## src/rtl/pipe_ctrl_pkg.sv

```systemverilog
// Shared definitions for the pipeline control unit: stall encodings, FSM state codes
// and the default exception vector.
package pipe_ctrl_pkg;

    localparam logic [5:0] STALL_NONE = 6'b000000;
    localparam logic [5:0] STALL_IF   = 6'b000011;
    localparam logic [5:0] STALL_ID   = 6'b000111;
    localparam logic [5:0] STALL_EX   = 6'b001111;
    localparam logic [5:0] STALL_MEM  = 6'b011111;
    localparam logic [5:0] STALL_ALL  = 6'b111111;

    localparam logic [31:0] EXC_VECTOR_DEF = 32'hBFC00380;

    typedef enum logic [1:0] {
        ST_RUN     = 2'd0,
        ST_QUIESCE = 2'd1,
        ST_FLUSH   = 2'd2,
        ST_RECOVER = 2'd3
    } state_e;

    // The deepest requesting stage freezes itself and everything upstream of it.
    function automatic logic [5:0] stall_prio(input logic s_if, input logic s_id,
                                              input logic s_ex, input logic s_mem);
        if (s_mem)     return STALL_MEM;
        else if (s_ex) return STALL_EX;
        else if (s_id) return STALL_ID;
        else if (s_if) return STALL_IF;
        else           return STALL_NONE;
    endfunction

endpackage

```

## src/rtl/pipe_stall_cnt.sv

```systemverilog
// Saturating 32-bit event counter; counts cycles in which inc_i is high.
module pipe_stall_cnt (
    input  logic        clk,
    input  logic        reset,
    input  logic        inc_i,
    output logic [31:0] count_o
);

    logic [31:0] count_q;
    logic [31:0] count_d;

    always_comb begin
        count_d = count_q;
        if (inc_i && (count_q != 32'hFFFF_FFFF))
            count_d = count_q + 32'd1;
    end

    always_ff @(posedge clk or posedge reset) begin
        if (reset)
            count_q <= '0;
        else
            count_q <= count_d;
    end

    assign count_o = count_q;

endmodule

```

## src/rtl/pipe_ctrl.sv

```systemverilog
// Pipeline control: stall merging, exception/ERET handshake, flush and redirect.
// Optional stall-cycle counter enabled by defining PIPE_CTRL_STALL_CNT_EN.
module pipe_ctrl
    import pipe_ctrl_pkg::*;
#(
    parameter logic [31:0] EXC_VECTOR  = EXC_VECTOR_DEF,
    parameter int unsigned RECOVER_CYC = 1
)(
    input  logic        clk,
    input  logic        reset,
    input  logic        stallreq_if,
    input  logic        stallreq_id,
    input  logic        stallreq_ex,
    input  logic        stallreq_mem,
    input  logic        exc_req_i,
    input  logic        eret_req_i,
    input  logic [31:0] epc_i,
    output logic        exc_ack_o,
    output logic [5:0]  stall,
    output logic        flush,
    output logic [31:0] new_pc,
    output logic        busy_o,
    output logic [31:0] stall_cycles_o
);

    localparam logic [2:0] RECOVER_LAST = 3'(RECOVER_CYC - 1);

    state_e      state_q;
    logic [2:0]  rec_cnt_q;
    logic        flush_q;
    logic [31:0] new_pc_q;
    logic        req;
    logic        accept;
    logic [5:0]  run_stall;

    always_comb begin
        req       = exc_req_i | eret_req_i;
        // Reset masks acceptance so a held request is not acked while reset is asserted.
        accept    = !reset && req && !stallreq_mem &&
                    ((state_q == ST_RUN) || (state_q == ST_QUIESCE));
        run_stall = stall_prio(stallreq_if, stallreq_id, stallreq_ex, stallreq_mem);
        stall     = run_stall;
        unique case (state_q)
            ST_RUN:     stall = accept ? STALL_ALL : run_stall;
            ST_QUIESCE: stall = STALL_ALL;
            ST_FLUSH:   stall = STALL_NONE;
            ST_RECOVER: stall = run_stall;
        endcase
    end

    always_ff @(posedge clk or posedge reset) begin
        if (reset) begin
            state_q   <= ST_RUN;
            rec_cnt_q <= '0;
            flush_q   <= 1'b0;
            new_pc_q  <= '0;
        end else begin
            flush_q <= 1'b0;
            unique case (state_q)
                ST_RUN, ST_QUIESCE: begin
                    if (accept) begin
                        state_q  <= ST_FLUSH;
                        flush_q  <= 1'b1;
                        new_pc_q <= exc_req_i ? EXC_VECTOR : epc_i;
                    end else if (!req) begin
                        state_q <= ST_RUN;
                    end else if (stallreq_mem) begin
                        state_q <= ST_QUIESCE;
                    end
                end
                ST_FLUSH: begin
                    state_q   <= ST_RECOVER;
                    rec_cnt_q <= RECOVER_LAST;
                end
                ST_RECOVER: begin
                    if (rec_cnt_q == 3'd0)
                        state_q <= ST_RUN;
                    else
                        rec_cnt_q <= rec_cnt_q - 3'd1;
                end
            endcase
        end
    end

    assign exc_ack_o = accept;
    assign flush     = flush_q;
    assign new_pc    = new_pc_q;
    assign busy_o    = (state_q != ST_RUN);

`ifdef PIPE_CTRL_STALL_CNT_EN
    pipe_stall_cnt u_stall_cnt (
        .clk     (clk),
        .reset   (reset),
        .inc_i   (stall[0]),
        .count_o (stall_cycles_o)
    );
`else
    assign stall_cycles_o = 32'd0;
`endif

endmodule
```

## config.mk

```make
export PLATFORM = sky130hd
export DESIGN_NAME = pipe_ctrl
export DESIGN_NICKNAME = d
export VERILOG_FILES = /design/src/rtl/pipe_ctrl_pkg.sv /design/src/rtl/pipe_stall_cnt.sv /design/src/rtl/pipe_ctrl.sv
export SDC_FILE = /design/constraint.sdc
export NUM_CORES = 1
export LEC_CHECK = 0
export BUFFER_PORTS_ARGS = -buffer_cell sky130_fd_sc_hd__buf_4
export CORE_MARGIN = 1
export CORE_UTILIZATION = 41
export CTS_BUF_LIST = sky130_fd_sc_hd__clkbuf_8
export DETAILED_ROUTE_END_ITERATION = 8
export PLACE_DENSITY = 0.78
export SLEW_MARGIN = 10
export SYNTH_ARGS = -nofsm -noshare
export SYNTH_HDL_FRONTEND = slang
export SYNTH_SLANG_ARGS = --single-unit
```

## constraint.sdc

```tcl
create_clock -name clk -period 1.7 [get_ports clk]
set_clock_uncertainty 0.1 [all_clocks]
set_input_delay 0.255 -clock clk [delete_from_list [all_inputs] [get_ports clk]]
set_output_delay 0.255 -clock clk [all_outputs]
set_load 0.1 [all_outputs]
```

Word-level counts from Yosys, hierarchy flattened. Index checks and enable logic that the tools add are counted. Widths: inputs -> output; s select.

Flip-flop bits (word level): 38. Bits in latches: 0. RAM bits: 0. ROM bits: 0. Input bits: 40. Output and inout bits: 73. Word-level logic and storage cells: 42. Memories kept: 0.

Add/sub/neg operators: 1. Multipliers: 0. Div/mod/pow operators: 0. Order comparisons: 0. Equality and inequality tests: 6. Shifts and indexed selects: 0. Multiplexer cells: 16. Bitwise logic cells: 1. Reductions and logical operators: 14.

Operator list (number): $mux 32 (1); $pmux 6 s4 (1); $mux 2 (5); $mux 3 (2); $mux 6 (1); $pmux 2 s3 (1); $pmux 3 s2 (1); $reduce_and 2->1 (3); $mux 5 (1); $eq 2x2->1 const B (2); $mux 4 (1); $ne 2x2->1 const B (2); $ne 4x4->1 const B (1); $reduce_bool 2->1 (2); $logic_and 1x1->1 (3); $logic_not 3->1 (1); $sub 3x1->3 const B (1); $eq 2x1->1 const B (1); $logic_not 1->1 (2); $logic_not 2->1 (1); $mux 1 (2); $reduce_or 2->1 (1); $logic_or 1x1->1 (1); $or 1x1->1 (1).

Depth between registers and ports, before layout.
Depth in word-level cells: 6. Depth in mapped cells: 6. Gate-level depth less buffers: 6.

Worst setup path before layout. Ideal clock, no wire load.

Path type: flip-flop to output port. Start: register state_q[0]. End: output stall[1]. Arrival: 3.594 ns. Data required time: 1.345 ns. Setup slack: -2.249 ns. Stages on the path, launching flop included: 6. Path buffers: 2. Cells stage by stage: dfrtp_1 clkbuf_1 inv_1 o21ai_0 a21boi_0 buf_4.

Cells in the longest elaborated chain, start to end: 5. Elaborated cells between the ends (all ways): 8. Classes of those cells: 3 x eq/ne; 2 x mux; 3 x reduce/logical.

Ends and longest elaborated chain: from (decl) (line pipe_ctrl.sv:28) `state_e state_q;`; from (signal assigned) (line pipe_ctrl.sv:53) `state_q <= ST_RUN;`; from (signal assigned) (line pipe_ctrl.sv:62) `state_q <= ST_FLUSH;`; from (signal assigned) (line pipe_ctrl.sv:66) `state_q <= ST_RUN;`; $eq 2x1->1 / $logic_not 2->1 (equally long branches) (line pipe_ctrl.sv:40, pipe_ctrl.sv:43); $logic_or 1x1->1 (line pipe_ctrl.sv:40) `((state_q == ST_RUN) || (state_q == ST_QUIESCE));`; $logic_and 1x1->1 (line pipe_ctrl.sv:39) `accept = !reset && req && !stallreq_mem &&`; $mux 6 (line pipe_ctrl.sv:44) `ST_RUN: stall = accept ? STALL_ALL : run_stall;`; $pmux 6 s4 (*) (line pipe_ctrl.sv:43) `unique case (state_q)`; to (decl) (line pipe_ctrl.sv:19) `output logic [5:0] stall,`.

Mark *: on every way between the ends. The rest lies on a longest branch, timed or not.

Final worst setup path.
Start: register state_q[0]. End: output stall[0].

The elaborated chain is that of the path after synthesis.

==> impl_metrics.env <==
export IMPL_hold_class="input pin to async pin"
export IMPL_firstDrtPassIters=4
export IMPL_synth_top_area_cell="dfrtp_1"
export IMPL_die_height_um=72.8
export IMPL_reg2reg_to="new_pc[22]"
export IMPL_synth_edf_count=0
export IMPL_wl_mm=4.01
export IMPL_cts_sinks=38
export IMPL_status="finished with violations"
export IMPL_viasPerCell=4.32
export IMPL_hold_violations=0
export IMPL_synthTopCellsByCount="38 x dfrtp_1, 34 x buf_4, 20 x nor2b_1"
export IMPL_yosys_top_cells_area="dfrtp_1 46%, buf_4 12%, mux2_2 8.2%, nor2b_1 6.1%, mux2i_1 5.9%"
export IMPL_crit_chain="a21oi_1 > buf_4 > a21boi_4 > buf_12"
export IMPL_ys_flop_type="dfrtp_1"
export IMPL_crit_fanout=7
export IMPL_drc=0
export IMPL_grt_usage=0.162
export IMPL_synth_cell_area_um2=2050
export IMPL_grt_pass1_vias=1452
export IMPL_dp_slack_ns=0.00540
export IMPL_yosys_area_top_type_share=0.463
export IMPL_io_buffer_count=80
export IMPL_final_max_slew_viol_count=0
export IMPL_synthArstFlopShare=1.00
export IMPL_violations="setup timing"
export IMPL_wl_per_cell_um=11.3
export IMPL_tritoncts="built"
export IMPL_drive_above_1_share=0.456
export IMPL_grt_first_pass_wirelength_mm=6.47
export IMPL_ctsRootBufferMaster="clkbuf_8"
export IMPL_rows=25
export IMPL_yosys_warnings=0
export IMPL_fp_dieW_um=72.8
export IMPL_synth_area_per_cell_um2=10.5
export IMPL_fmax_ghz=0.582
export IMPL_diodes=0
export IMPL_grt_overflow=0
export IMPL_synth_cell_type_count=28
export IMPL_start_kind="flop"
export IMPL_tns_ns=-0.0484
export IMPL_crit_reg2reg_launch="state_q[1]"
export IMPL_worst_path_max_delay_cell="dfrtp_2"
export IMPL_htree_levels=2
export IMPL_syn2layout_area_growth_pct=40.8
export IMPL_finalCritPeriodShare=1.01
export IMPL_insertion_delay_ns=0.28
export IMPL_nets=329
export IMPL_dp_hpwl_mm=2.96
export IMPL_clk_path_buf_depth=2
export IMPL_startpoint="state_q[0]"
export IMPL_rsz0062_at_grt="true"
export IMPL_drt_iter0_drc=19
export IMPL_dp_cells=341
export IMPL_crit_required_ns=1.34
export IMPL_setup_viol=3
export IMPL_critPathCaptureType="primary output"
export IMPL_clk_pin_slew_ns=0.07
export IMPL_final_cells=354
export IMPL_core_area_um2=4790
export IMPL_io_pins=113
export IMPL_cts_made_buffers=5
export IMPL_postSynthCellCount=195
export IMPL_ant_nets=0
export IMPL_dieArea_um2=5290
export IMPL_post_route_min_period_ns=1.72
export IMPL_ys_seq_area_frac=0.463
export IMPL_critPathMaxStageDelay_ns=0.44
export IMPL_grt_max_degree=39
export IMPL_initial_core_util=0.429
export IMPL_path_class="flop to primary output"
export IMPL_antenna_found_initial=0
export IMPL_fin_ws_ns=-0.0182
export IMPL_via_count=1528
export IMPL_ys_ff_latch=38
export IMPL_yosysMostFrequentCell="dfrtp_1"
export IMPL_ff2ff_path_depth=5
export IMPL_crit_arrival_ns=1.36
export IMPL_endpoint="stall[0]"
export IMPL_gp_congestion=0.713
export IMPL_r2r_slack_ns=0.10
export IMPL_cap_violations=0
critical path, delay by kind of cell, from the launching register on:
| family | cells | cell delay, ns |
|---|---|---|
| flops | 1 | 0.44 |
| compound gates | 2 | 0.26 |
| buf+inv | 2 | 0.37 |
metrics by stage:
step                 util  area, um^2  hold WS [ns]
global placement    0.556        2660         0.363
floorplan               -        2240         0.125
global route        0.604        2890        0.0954
CTS                 0.591        2830        0.0528
detailed placement  0.556        2660         0.367
finish              0.604        2890        0.0460
placed cells by master, fill, tap and decap left out, drive strengths merged:
master    instances
or2               2
nand3b            1
nor4              2
nand2             3
clkbuf            5
nor2b            20
nand2b            1
a21oi             3
nor3              1
o22ai             1
a211oi            1
o31ai             1
clkinvlp          2
a21boi            3
buf              96
mux2i            12
a21bo             1
dfrtp            38
inv              17
conb             32
nor3b             1
mux2             20
nor2             16
o21ai             6
ha                2
how the worst min path moves through the flow:
| stage | from | cells past startpoint | slack (ns) | endpoint |
|---|---|---|---|---|
| finish | reset | 3 | 0.05 | rec_cnt_q[2] |
| global route | reset | 3 | 0.1 | new_pc[0] |
| CTS | reset | 3 | 0.05 | flush |
| detailed placement | reset | 3 | 0.37 | state_q[1] |
| global placement | reset | 3 | 0.36 | state_q[0] |
| floorplan | reset | 1 | 0.13 | flush |
per-layer routing:
layer	part of all wire	global-route usage	vias to the layer above
met5	0	0	-
met4	0.0070	0.0458	0
met3	0.081	0.0594	5
met2	0.48	0.269	75
met1	0.43	0.198	700
li1	-	-	748
sequential cells by signal, summed over array words and instances (netlist names):
name / count
flush: 1
new_pc: 32
rec_cnt_q: 3
state_q: 2
timing repair:
action	in CTS	in global routing
cloned	0	1
pin swaps	1	1
buffers inserted	2	3
endpoints found under the hold margin	0	0
resized for setup	20	10
setup endpoints to repair	8	8
hold buffers	0	0
area by class of cell:
type | instances | area [um^2]
Clock inverter | 2 | 11.3
Multi-Input combinational cell | 129 | 900
Sequential cell | 38 | 952
Inverter | 17 | 70.1
Fill cell | 422 | 1900
Clock buffer | 5 | 68.8
Timing Repair Buffer | 96 | 805
Tap cell | 67 | 83.8
cell families (layout without fill, tap and decap cells):
group / after synthesis / count (layout) / share of synthesized area
simple gates: 47 / 47 / 0.128
other cells: 1 / 32 / 0.00183
flops: 38 / 38 / 0.463
fa+ha+maj: 2 / 2 / 0.0122
mux: 32 / 32 / 0.168
buf+inv: 59 / 120 / 0.179
compound gates: 16 / 16 / 0.0481
Power is left out: the tool's default activity adds up to more than one toggle a clock period on the data nets, which glitch-free logic cannot reach.
